File: src/rtl/uitpg_param_if.sv
// Video timing in / pattern out bundle for uitpg_param.
// The slave modport is the generator; the master modport is the timing source and sink.
interface uitpg_param_if #(
   parameter int CW = 8
);
   logic            I_tpg_vs;
   logic            I_tpg_hs;
   logic            I_tpg_de;
   logic [3:0]      I_dis_mode;
   logic            I_scroll_en;
   logic            O_tpg_vs;
   logic            O_tpg_hs;
   logic            O_tpg_de;
   logic [3*CW-1:0] O_tpg_data;
   logic [15:0]     O_frame_cnt;

   modport slave (
      input  I_tpg_vs, I_tpg_hs, I_tpg_de, I_dis_mode, I_scroll_en,
      output O_tpg_vs, O_tpg_hs, O_tpg_de, O_tpg_data, O_frame_cnt
   );

   modport master (
      output I_tpg_vs, I_tpg_hs, I_tpg_de, I_dis_mode, I_scroll_en,
      input  O_tpg_vs, O_tpg_hs, O_tpg_de, O_tpg_data, O_frame_cnt
   );
endinterface

File: src/rtl/uitpg_param.sv
// Parametrised RGB test pattern generator with a fixed 2-cycle pipeline from VS/HS/DE.
// Optional border overlay: define TPG_BORDER_EN.
module uitpg_param #(
   parameter int CW          = 8,
   parameter int H_ACTIVE    = 1920,
   parameter int V_ACTIVE    = 1080,
   parameter int GRID_LOG2   = 4,
   parameter int BAR_NUM     = 8,
   parameter int SCROLL_STEP = 1
) (
   input  logic         I_tpg_clk,
   input  logic         I_tpg_rst,
   uitpg_param_if.slave tpg
);
   localparam int          BW_RAW   = H_ACTIVE / BAR_NUM;
   localparam int          BW       = (BW_RAW < 1) ? 1 : BW_RAW;
   localparam logic [11:0] BW_M1    = 12'(BW - 1);
   localparam logic [3:0]  BAR_LAST = 4'(BAR_NUM - 1);
   localparam logic [11:0] STEP     = 12'(SCROLL_STEP);
   localparam logic [CW-1:0] ONES   = {CW{1'b1}};
   localparam logic [CW-1:0] ZERO   = {CW{1'b0}};

   logic [11:0]     h_cnt_q, h_cnt_d, v_cnt_q, v_cnt_d;
   logic [11:0]     offset_q, offset_d, bar_pix_q, bar_pix_d;
   logic [3:0]      bar_idx_q, bar_idx_d, mode_q, mode_d;
   logic [15:0]     frame_cnt_q, frame_cnt_d;
   logic            vs_p1_q, hs_p1_q, de_p1_q;
   logic            vs_o_q, hs_o_q, de_o_q;
   logic [3*CW-1:0] pix_d, pix_p1_q, data_o_q;
   logic            vs_rise, de_fall, grid, hatch;
   logic [11:0]     x, xy;
   logic [CW-1:0]   x_ramp, y_ramp, xy_ramp;
   logic [2:0]      bar_rgb;

   // Stage-1 sync registers double as the previous-cycle values for edge detection.
   assign vs_rise = tpg.I_tpg_vs & ~vs_p1_q;
   assign de_fall = de_p1_q & ~tpg.I_tpg_de;
   assign x       = h_cnt_q + offset_q;
   assign xy      = x + v_cnt_q;
   assign grid    = x[GRID_LOG2] ^ v_cnt_q[GRID_LOG2];
   assign hatch   = (x[GRID_LOG2-1:0] == '0) || (v_cnt_q[GRID_LOG2-1:0] == '0);

   generate
      if (CW > 12) begin : g_ramp_ext
         assign x_ramp  = {{(CW-12){1'b0}}, x};
         assign y_ramp  = {{(CW-12){1'b0}}, v_cnt_q};
         assign xy_ramp = {{(CW-12){1'b0}}, xy};
      end else begin : g_ramp_trunc
         assign x_ramp  = x[CW-1:0];
         assign y_ramp  = v_cnt_q[CW-1:0];
         assign xy_ramp = xy[CW-1:0];
      end
   endgenerate

   always_comb begin
      h_cnt_d     = h_cnt_q;
      v_cnt_d     = v_cnt_q;
      offset_d    = offset_q;
      bar_pix_d   = bar_pix_q;
      bar_idx_d   = bar_idx_q;
      mode_d      = mode_q;
      frame_cnt_d = frame_cnt_q;
      if (vs_rise) begin
         h_cnt_d     = '0;
         v_cnt_d     = '0;
         bar_pix_d   = '0;
         bar_idx_d   = '0;
         frame_cnt_d = frame_cnt_q + 16'd1;
         mode_d      = tpg.I_dis_mode;
         offset_d    = tpg.I_scroll_en ? offset_q + STEP : 12'd0;
      end else begin
         h_cnt_d = tpg.I_tpg_de ? h_cnt_q + 12'd1 : 12'd0;
         if (de_fall) v_cnt_d = v_cnt_q + 12'd1;
         if (!tpg.I_tpg_de) begin
            bar_pix_d = '0;
            bar_idx_d = '0;
         end else if (bar_idx_q != BAR_LAST) begin
            if (bar_pix_q == BW_M1) begin
               bar_pix_d = '0;
               bar_idx_d = bar_idx_q + 4'd1;
            end else begin
               bar_pix_d = bar_pix_q + 12'd1;
            end
         end
      end
   end

   always_comb begin
      bar_rgb = 3'b000;
      case (bar_idx_q[2:0])
         3'd0:    bar_rgb = 3'b111;
         3'd1:    bar_rgb = 3'b110;
         3'd2:    bar_rgb = 3'b011;
         3'd3:    bar_rgb = 3'b010;
         3'd4:    bar_rgb = 3'b101;
         3'd5:    bar_rgb = 3'b100;
         3'd6:    bar_rgb = 3'b001;
         default: bar_rgb = 3'b000;
      endcase
   end

   always_comb begin
      pix_d = '0;
      case (mode_q)
         4'd1:    pix_d = {ONES, ONES, ONES};
         4'd2:    pix_d = {ONES, ZERO, ZERO};
         4'd3:    pix_d = {ZERO, ONES, ZERO};
         4'd4:    pix_d = {ZERO, ZERO, ONES};
         4'd5:    pix_d = grid ? '0 : {ONES, ONES, ONES};
         4'd6:    pix_d = {x_ramp, x_ramp, x_ramp};
         4'd7:    pix_d = {y_ramp, y_ramp, y_ramp};
         4'd8:    pix_d = {x_ramp, ZERO, ZERO};
         4'd9:    pix_d = {ZERO, x_ramp, ZERO};
         4'd10:   pix_d = {ZERO, ZERO, x_ramp};
         4'd11:   pix_d = {{CW{bar_rgb[2]}}, {CW{bar_rgb[1]}}, {CW{bar_rgb[0]}}};
         4'd12:   pix_d = {xy_ramp, xy_ramp, xy_ramp};
         4'd13:   pix_d = (grid ^ frame_cnt_q[0]) ? '0 : {ONES, ONES, ONES};
         4'd14:   pix_d = hatch ? {ONES, ONES, ONES} : '0;
         default: pix_d = '0;
      endcase
`ifdef TPG_BORDER_EN
      if (h_cnt_q == 12'd0 || h_cnt_q == 12'(H_ACTIVE - 1) ||
          v_cnt_q == 12'd0 || v_cnt_q == 12'(V_ACTIVE - 1))
         pix_d = '1;
`endif
   end

   always_ff @(posedge I_tpg_clk) begin
      if (I_tpg_rst) begin
         h_cnt_q     <= '0;
         v_cnt_q     <= '0;
         offset_q    <= '0;
         bar_pix_q   <= '0;
         bar_idx_q   <= '0;
         mode_q      <= '0;
         frame_cnt_q <= '0;
         vs_p1_q     <= 1'b0;
         hs_p1_q     <= 1'b0;
         de_p1_q     <= 1'b0;
         pix_p1_q    <= '0;
         vs_o_q      <= 1'b0;
         hs_o_q      <= 1'b0;
         de_o_q      <= 1'b0;
         data_o_q    <= '0;
      end else begin
         h_cnt_q     <= h_cnt_d;
         v_cnt_q     <= v_cnt_d;
         offset_q    <= offset_d;
         bar_pix_q   <= bar_pix_d;
         bar_idx_q   <= bar_idx_d;
         mode_q      <= mode_d;
         frame_cnt_q <= frame_cnt_d;
         vs_p1_q     <= tpg.I_tpg_vs;
         hs_p1_q     <= tpg.I_tpg_hs;
         de_p1_q     <= tpg.I_tpg_de;
         pix_p1_q    <= pix_d;
         vs_o_q      <= vs_p1_q;
         hs_o_q      <= hs_p1_q;
         de_o_q      <= de_p1_q;
         data_o_q    <= de_p1_q ? pix_p1_q : '0;
      end
   end

   assign tpg.O_tpg_vs    = vs_o_q;
   assign tpg.O_tpg_hs    = hs_o_q;
   assign tpg.O_tpg_de    = de_o_q;
   assign tpg.O_tpg_data  = data_o_q;
   assign tpg.O_frame_cnt = frame_cnt_q;
endmodule

File: src/flat_wrapper.sv
// flat-port wrapper written by rule: the top's interface ports become plain ports
module uitpg_param_flat 
#(
   parameter int CW          = 8,
   parameter int H_ACTIVE    = 1920,
   parameter int V_ACTIVE    = 1080,
   parameter int GRID_LOG2   = 4,
   parameter int BAR_NUM     = 8,
   parameter int SCROLL_STEP = 1
)
  (I_tpg_clk, I_tpg_rst, tpg_I_tpg_vs, tpg_I_tpg_hs, tpg_I_tpg_de, tpg_I_dis_mode, tpg_I_scroll_en, tpg_O_tpg_vs, tpg_O_tpg_hs, tpg_O_tpg_de, tpg_O_tpg_data, tpg_O_frame_cnt);
  uitpg_param_if #(.CW(CW)) tpg_i ();
  input  logic I_tpg_clk;
  input  logic I_tpg_rst;
  input wire logic [$bits(tpg_i.I_tpg_vs)-1:0] tpg_I_tpg_vs;
  input wire logic [$bits(tpg_i.I_tpg_hs)-1:0] tpg_I_tpg_hs;
  input wire logic [$bits(tpg_i.I_tpg_de)-1:0] tpg_I_tpg_de;
  input wire logic [$bits(tpg_i.I_dis_mode)-1:0] tpg_I_dis_mode;
  input wire logic [$bits(tpg_i.I_scroll_en)-1:0] tpg_I_scroll_en;
  output wire logic [$bits(tpg_i.O_tpg_vs)-1:0] tpg_O_tpg_vs;
  output wire logic [$bits(tpg_i.O_tpg_hs)-1:0] tpg_O_tpg_hs;
  output wire logic [$bits(tpg_i.O_tpg_de)-1:0] tpg_O_tpg_de;
  output wire logic [$bits(tpg_i.O_tpg_data)-1:0] tpg_O_tpg_data;
  output wire logic [$bits(tpg_i.O_frame_cnt)-1:0] tpg_O_frame_cnt;
  assign tpg_i.I_tpg_vs = tpg_I_tpg_vs;
  assign tpg_i.I_tpg_hs = tpg_I_tpg_hs;
  assign tpg_i.I_tpg_de = tpg_I_tpg_de;
  assign tpg_i.I_dis_mode = tpg_I_dis_mode;
  assign tpg_i.I_scroll_en = tpg_I_scroll_en;
  assign tpg_O_tpg_vs = tpg_i.O_tpg_vs;
  assign tpg_O_tpg_hs = tpg_i.O_tpg_hs;
  assign tpg_O_tpg_de = tpg_i.O_tpg_de;
  assign tpg_O_tpg_data = tpg_i.O_tpg_data;
  assign tpg_O_frame_cnt = tpg_i.O_frame_cnt;
  uitpg_param #(.CW(CW), .H_ACTIVE(H_ACTIVE), .V_ACTIVE(V_ACTIVE), .GRID_LOG2(GRID_LOG2), .BAR_NUM(BAR_NUM), .SCROLL_STEP(SCROLL_STEP)) u_core (.I_tpg_clk(I_tpg_clk), .I_tpg_rst(I_tpg_rst), .tpg(tpg_i));
endmodule
File: config.mk
export PLATFORM = sky130hd
export DESIGN_NAME = uitpg_param_flat
export DESIGN_NICKNAME = d
export VERILOG_FILES = /design/src/rtl/uitpg_param_if.sv /design/src/rtl/uitpg_param.sv /design/src/flat_wrapper.sv
export SDC_FILE = /design/constraint.sdc
export NUM_CORES = 1
export LEC_CHECK = 0
export CAP_MARGIN = 25
export CORE_MARGIN = 5
export CORE_UTILIZATION = 40
export CTS_BUF_LIST = sky130_fd_sc_hd__clkbuf_2
export CTS_CLUSTER_DIAMETER = 200
export DETAILED_ROUTE_END_ITERATION = 8
export GPL_TIMING_DRIVEN = 0
export PLACE_DENSITY = 0.69
export SLEW_MARGIN = 40
export SYNTH_ARGS = -nofsm -noshare
export SYNTH_HDL_FRONTEND = slang
export SYNTH_SLANG_ARGS = --single-unit
File: constraint.sdc
create_clock -name I_tpg_clk -period 4.05 [get_ports I_tpg_clk]
set_input_delay 0.405 -clock I_tpg_clk [delete_from_list [all_inputs] [get_ports I_tpg_clk]]
set_output_delay 0.405 -clock I_tpg_clk [all_outputs]
set_load 0.1 [all_outputs]
==> flow_summary_export.csv <==
group,metric,value,unit
cts,cts-buffers-inserted,17,
place,dpl.hpwl,8370,µm
detailed_routing,vias,4190,
cts,clockBufferDepth,2,
cts,cts_repair_resize_count,0,
sta,fin_crit,3.72,ns
logic_synthesis,syn-cell-area,5190,µm²
logic_synthesis,synth_seq_cells,114,
floorplan,die_h,124,µm
floorplan,num_io_pins,53,
logic_synthesis,post_synth.cell_area_avg,8.90,µm²
grt,routing_usage_on_met3,5.40,%
floorplan,initial_utilization,40.9,%
cts,clk_pin_slew,0.18,ns
sta,clock-skew-final,0.0260,ns
grt,grt_max_degree,17,
critical_path,timing.critical_path.to_type,"register",
flow_run,cap_viol_max_count,0,
logic_synthesis,synth_top_family_by_area,"simple AND/OR/NAND/NOR gates",
cts,count_of_h_tree_levels_built_during_cts,4,
cts,insertion_delay,0.69,ns
critical_path,crit_arrival,4.27,ns
grt,grt_pass1_vias,4022,
logic_synthesis,synth.distinct_cells,59,
detailed_routing,routed_wire_length_per_instance,13.2,µm
critical_path,critPathRequiredTime,4.61,ns
critical_path,timing.setup.critical_path_class,"register to register",
cts,cts_tree,"yes",
sta,post-route-period-util,91.8,%
logic_synthesis,yosys.area_share.adder,6.80,%
logic_synthesis,synthesized_nets,620,
grt,grt_first_pass_wirelength,18400,µm
grt,antenna_found_initial,1,
detailed_routing,post-route-drc-count,0,
sta,final_total_negative_setup_slack,0,ns
grt,global_route.usage.met1,19.0,%
logic_synthesis,compound_cell_area_share_of_the_yosys_netlist,12.8,%
place,finalWeightedCongestion,0.936,
status,outcome,"finished clean",
place,preCtsSetupSlack,0.418,ns
cells_and_area,utilization,47.1,%
sta,report.final.hold_viol_count,0,
logic_synthesis,synth_enable_flop_cells,0,
logic_synthesis,synth_sequential_area_ratio,44.0,%
grt,globalRoute.totalOverflow,0,
sta,finalMaxSlewViolations,0,
cells_and_area,areaGrowthSynthToFinish,15.1,%
cells_and_area,nets,691,
detailed_routing,post_drt_via_cell_ratio,4.99,
power_and_ir_drop,worst_vdd_ir,0.000201,V
sta,finalSetupViolations,0,
logic_synthesis,instance_count_of_the_mapped_netlist,583,
floorplan,num_rows,41,
cts,post_cts_hold_buffer_count,0,
logic_synthesis,yosys_warnings,0,
logic_synthesis,portion_of_netlist_area_occupied_by_mux_cells,0.676,%
detailed_routing,drtPass1Iterations,4,
grt,grt_usage,15.4,%
detailed_routing,drtIter0Drc,197,
logic_synthesis,synth_simple_gate_area_share,24.2,%
floorplan,floorplan.core_area,12700,µm²
sta,maxClockFrequency,269,MHz
detailed_routing,drt-total-wl,11100,µm
place,numPortBuffers,52,
power_and_ir_drop,power_density,343,nW/µm²
logic_synthesis,ys_dominant_reg_cell,"sky130_fd_sc_hd__dfxtp_1",
detailed_routing,ant_nets,0,
logic_synthesis,async_flop_share,0,%
sta,slew-limit-headroom,50.9,%
grt,grt.met2_usage,23.9,%
worst_hold_path,hold_path.class,"input pin to register",
cts,post-cts-setup-buffer-count,0,
sta,grt_setup_unrepaired,"false",
cts,clock_sink_count,114,
critical_path,worstSetupStartpointType,"register",
grt,globalRoute.busiestLayer,"met2",
cells_and_area,layout-drive-gt1-share,13.9,%
floorplan,fp.dieArea,15300,µm²
logic_synthesis,synth-xor-area-share,9.10,%
cts,cts.root.buffer_cell,"sky130_fd_sc_hd__clkbuf_2",
sta,actual_transition_at_the_worst_max_transition_pin,0.731,ns
power_and_ir_drop,p_leak,2.35,nW
critical_path,critPathMaxFanout,7,
floorplan,die_width,124,µm
sta,worst_slack,0.332,ns
## cells in the mapped netlist (2+ instances only)
cell type	n	area share, %
sky130_fd_sc_hd__and2_2	3	0.43
sky130_fd_sc_hd__nand2_1	54	3.9
sky130_fd_sc_hd__dfxtp_1	114	44
sky130_fd_sc_hd__nor4_1	2	0.24
sky130_fd_sc_hd__nor4b_1	2	0.34
sky130_fd_sc_hd__or3_1	7	0.84
sky130_fd_sc_hd__nor3_1	10	0.97
sky130_fd_sc_hd__a211oi_1	3	0.43
sky130_fd_sc_hd__nor2b_1	15	1.8
sky130_fd_sc_hd__nand3b_1	3	0.43
sky130_fd_sc_hd__o21a_1	3	0.43
sky130_fd_sc_hd__fa_1	2	0.77
sky130_fd_sc_hd__clkbuf_1	17	1.2
sky130_fd_sc_hd__a31oi_1	18	2.2
sky130_fd_sc_hd__ha_1	25	6.0
sky130_fd_sc_hd__a41oi_1	3	0.51
sky130_fd_sc_hd__xor2_1	30	5.1
sky130_fd_sc_hd__and2_1	24	2.9
sky130_fd_sc_hd__o21bai_1	3	0.43
sky130_fd_sc_hd__a22o_1	2	0.34
sky130_fd_sc_hd__nand3_1	19	1.8
sky130_fd_sc_hd__nand2b_1	11	1.3
sky130_fd_sc_hd__xnor2_1	22	3.7
sky130_fd_sc_hd__mux2i_1	2	0.39
sky130_fd_sc_hd__nor2_1	75	5.4
sky130_fd_sc_hd__o21ai_0	20	1.9
sky130_fd_sc_hd__nand4_1	11	1.3
sky130_fd_sc_hd__buf_2	2	0.19
sky130_fd_sc_hd__a211oi_2	3	0.72
sky130_fd_sc_hd__and3_1	9	1.1
sky130_fd_sc_hd__a21oi_1	29	2.8
sky130_fd_sc_hd__inv_1	13	0.94
## cell type report
cell class | instances | area, µm²
Tap cell | 172 | 215
Inverter | 13 | 48.8
Clock buffer | 18 | 90.1
Fill cell | 1231 | 6700
Sequential cell | 114 | 2280
Buffer | 20 | 77.6
Multi-Input combinational cell | 436 | 2790
Antenna cell | 1 | 2.50
Clock inverter | 14 | 155
Timing Repair Buffer | 52 | 305
## through the flow
stage	area [µm²]	std cells	hold slack, ns	total power [W]
after floorplan	5190	583	0.406	0.00128
after global placement	5920	807	0.414	0.00133
after detailed placement	5710	807	0.411	0.00133
after CTS	5960	839	0.149	0.00208
after global routing	5970	840	0.158	0.00215
final	5970	840	0.233	0.00205
## placed cells by master (no fill, tap or decap), types with 2 or more instances in the layout
cell type | netlist | final
sky130_fd_sc_hd__and2_1 | 24 | 24
sky130_fd_sc_hd__bufinv_16 | 0 | 2
sky130_fd_sc_hd__inv_1 | 13 | 13
sky130_fd_sc_hd__inv_6 | 0 | 3
sky130_fd_sc_hd__xnor2_1 | 22 | 22
sky130_fd_sc_hd__a211oi_2 | 3 | 3
sky130_fd_sc_hd__and3_1 | 9 | 9
sky130_fd_sc_hd__clkinv_2 | 0 | 2
sky130_fd_sc_hd__a22o_1 | 2 | 2
sky130_fd_sc_hd__clkinv_4 | 0 | 2
sky130_fd_sc_hd__nand3_1 | 19 | 19
sky130_fd_sc_hd__o21ai_0 | 20 | 20
sky130_fd_sc_hd__a41oi_1 | 3 | 3
sky130_fd_sc_hd__nand3b_1 | 3 | 3
sky130_fd_sc_hd__clkdlybuf4s50_1 | 0 | 9
sky130_fd_sc_hd__nand2_1 | 54 | 54
sky130_fd_sc_hd__buf_2 | 2 | 45
sky130_fd_sc_hd__clkinvlp_4 | 0 | 4
sky130_fd_sc_hd__a21oi_1 | 29 | 29
sky130_fd_sc_hd__a211oi_1 | 3 | 3
sky130_fd_sc_hd__ha_1 | 25 | 25
sky130_fd_sc_hd__nor4b_1 | 2 | 2
sky130_fd_sc_hd__o21bai_1 | 3 | 3
sky130_fd_sc_hd__mux2i_1 | 2 | 2
sky130_fd_sc_hd__nand4_1 | 11 | 11
sky130_fd_sc_hd__nor4_1 | 2 | 2
sky130_fd_sc_hd__nor3_1 | 10 | 9
sky130_fd_sc_hd__nor2b_1 | 15 | 15
sky130_fd_sc_hd__nor3_2 | 1 | 2
sky130_fd_sc_hd__and2_2 | 3 | 3
sky130_fd_sc_hd__nand2b_1 | 11 | 11
sky130_fd_sc_hd__xor2_1 | 30 | 30
sky130_fd_sc_hd__o21a_1 | 3 | 3
sky130_fd_sc_hd__a31oi_1 | 18 | 18
sky130_fd_sc_hd__fa_1 | 2 | 2
sky130_fd_sc_hd__clkbuf_2 | 0 | 18
sky130_fd_sc_hd__dfxtp_1 | 114 | 114
sky130_fd_sc_hd__or3_1 | 7 | 7
sky130_fd_sc_hd__nor2_1 | 75 | 75
sky130_fd_sc_hd__clkbuf_1 | 17 | 17
## final timing paths
path / startpoint / endpoint / slack (ns) / depth (start not counted)
min reg2reg: u_core.pix_p1_q[0]$_SDFF_PP0_ / u_core.tpg.O_tpg_data[0]$_SDFF_PP0_ / 0.43 / 1
min: tpg_I_dis_mode[3] / u_core.mode_q[3]$_SDFFE_PP0P_ / 0.23 / 3
max reg2reg: u_core.offset_q[0]$_SDFFE_PP0P_ / u_core.pix_p1_q[20]$_SDFF_PP0_ / 0.33 / 13
max: u_core.offset_q[0]$_SDFFE_PP0P_ / u_core.pix_p1_q[20]$_SDFF_PP0_ / 0.33 / 13
## flip-flops by register name, summed over array words and instances, names as in the netlist
| signal | flops |
|---|---|
| u_core.pix_p1_q | 24 |
| u_core.offset_q | 8 |
| u_core.tpg.O_tpg_vs | 1 |
| u_core.tpg.O_tpg_hs | 1 |
| u_core.mode_q | 4 |
| u_core.bar_idx_q | 4 |
| u_core.bar_pix_q | 12 |
| u_core.tpg.O_tpg_data | 24 |
| u_core.tpg.O_frame_cnt | 16 |
| u_core.v_cnt_q | 8 |
| u_core.vs_p1_q | 1 |
| u_core.hs_p1_q | 1 |
| u_core.de_p1_q | 1 |
| u_core.h_cnt_q | 8 |
| u_core.tpg.O_tpg_de | 1 |
## worst max-delay path: stages (launching register included)
cell,delay (ns)
sky130_fd_sc_hd__dfxtp_1,0.40
sky130_fd_sc_hd__ha_1,0.26
sky130_fd_sc_hd__fa_1,0.45
sky130_fd_sc_hd__a21o_2,0.24
sky130_fd_sc_hd__a21oi_1,0.16
sky130_fd_sc_hd__xnor2_1,0.22
sky130_fd_sc_hd__ha_1,0.50
sky130_fd_sc_hd__o21ai_0,0.14
sky130_fd_sc_hd__a21oi_1,0.23
sky130_fd_sc_hd__a21oi_1,0.08
sky130_fd_sc_hd__a222oi_1,0.32
sky130_fd_sc_hd__nand3_1,0.23
sky130_fd_sc_hd__nand3b_1,0.21
sky130_fd_sc_hd__nor2b_1,0.14
## kinds of logic (layout without fill, tap and decap cells)
family,Yosys count,count (layout)
simple gates,253,253
flops,114,114
compound gates,100,100
xor+xnor,53,53
buf+inv,33,117
fa+ha+maj,27,27
mux,3,3
other cells,0,1
## per-layer routing
metal / vias to the layer above / wire length, µm
met5: - / 0
met4: 0 / 279
met3: 25 / 774
met2: 124 / 4970
met1: 1888 / 5060
li1: 2153 / -
## power by group
group | switching [W] | internal [W]
Clock | 0.000452 | 0.000293
Combinational | 0.000105 | 0.0000456
Sequential | 0.0000104 | 0.00114
Total | 0.000567 | 0.00148
(Power assumes the default switching activity.)
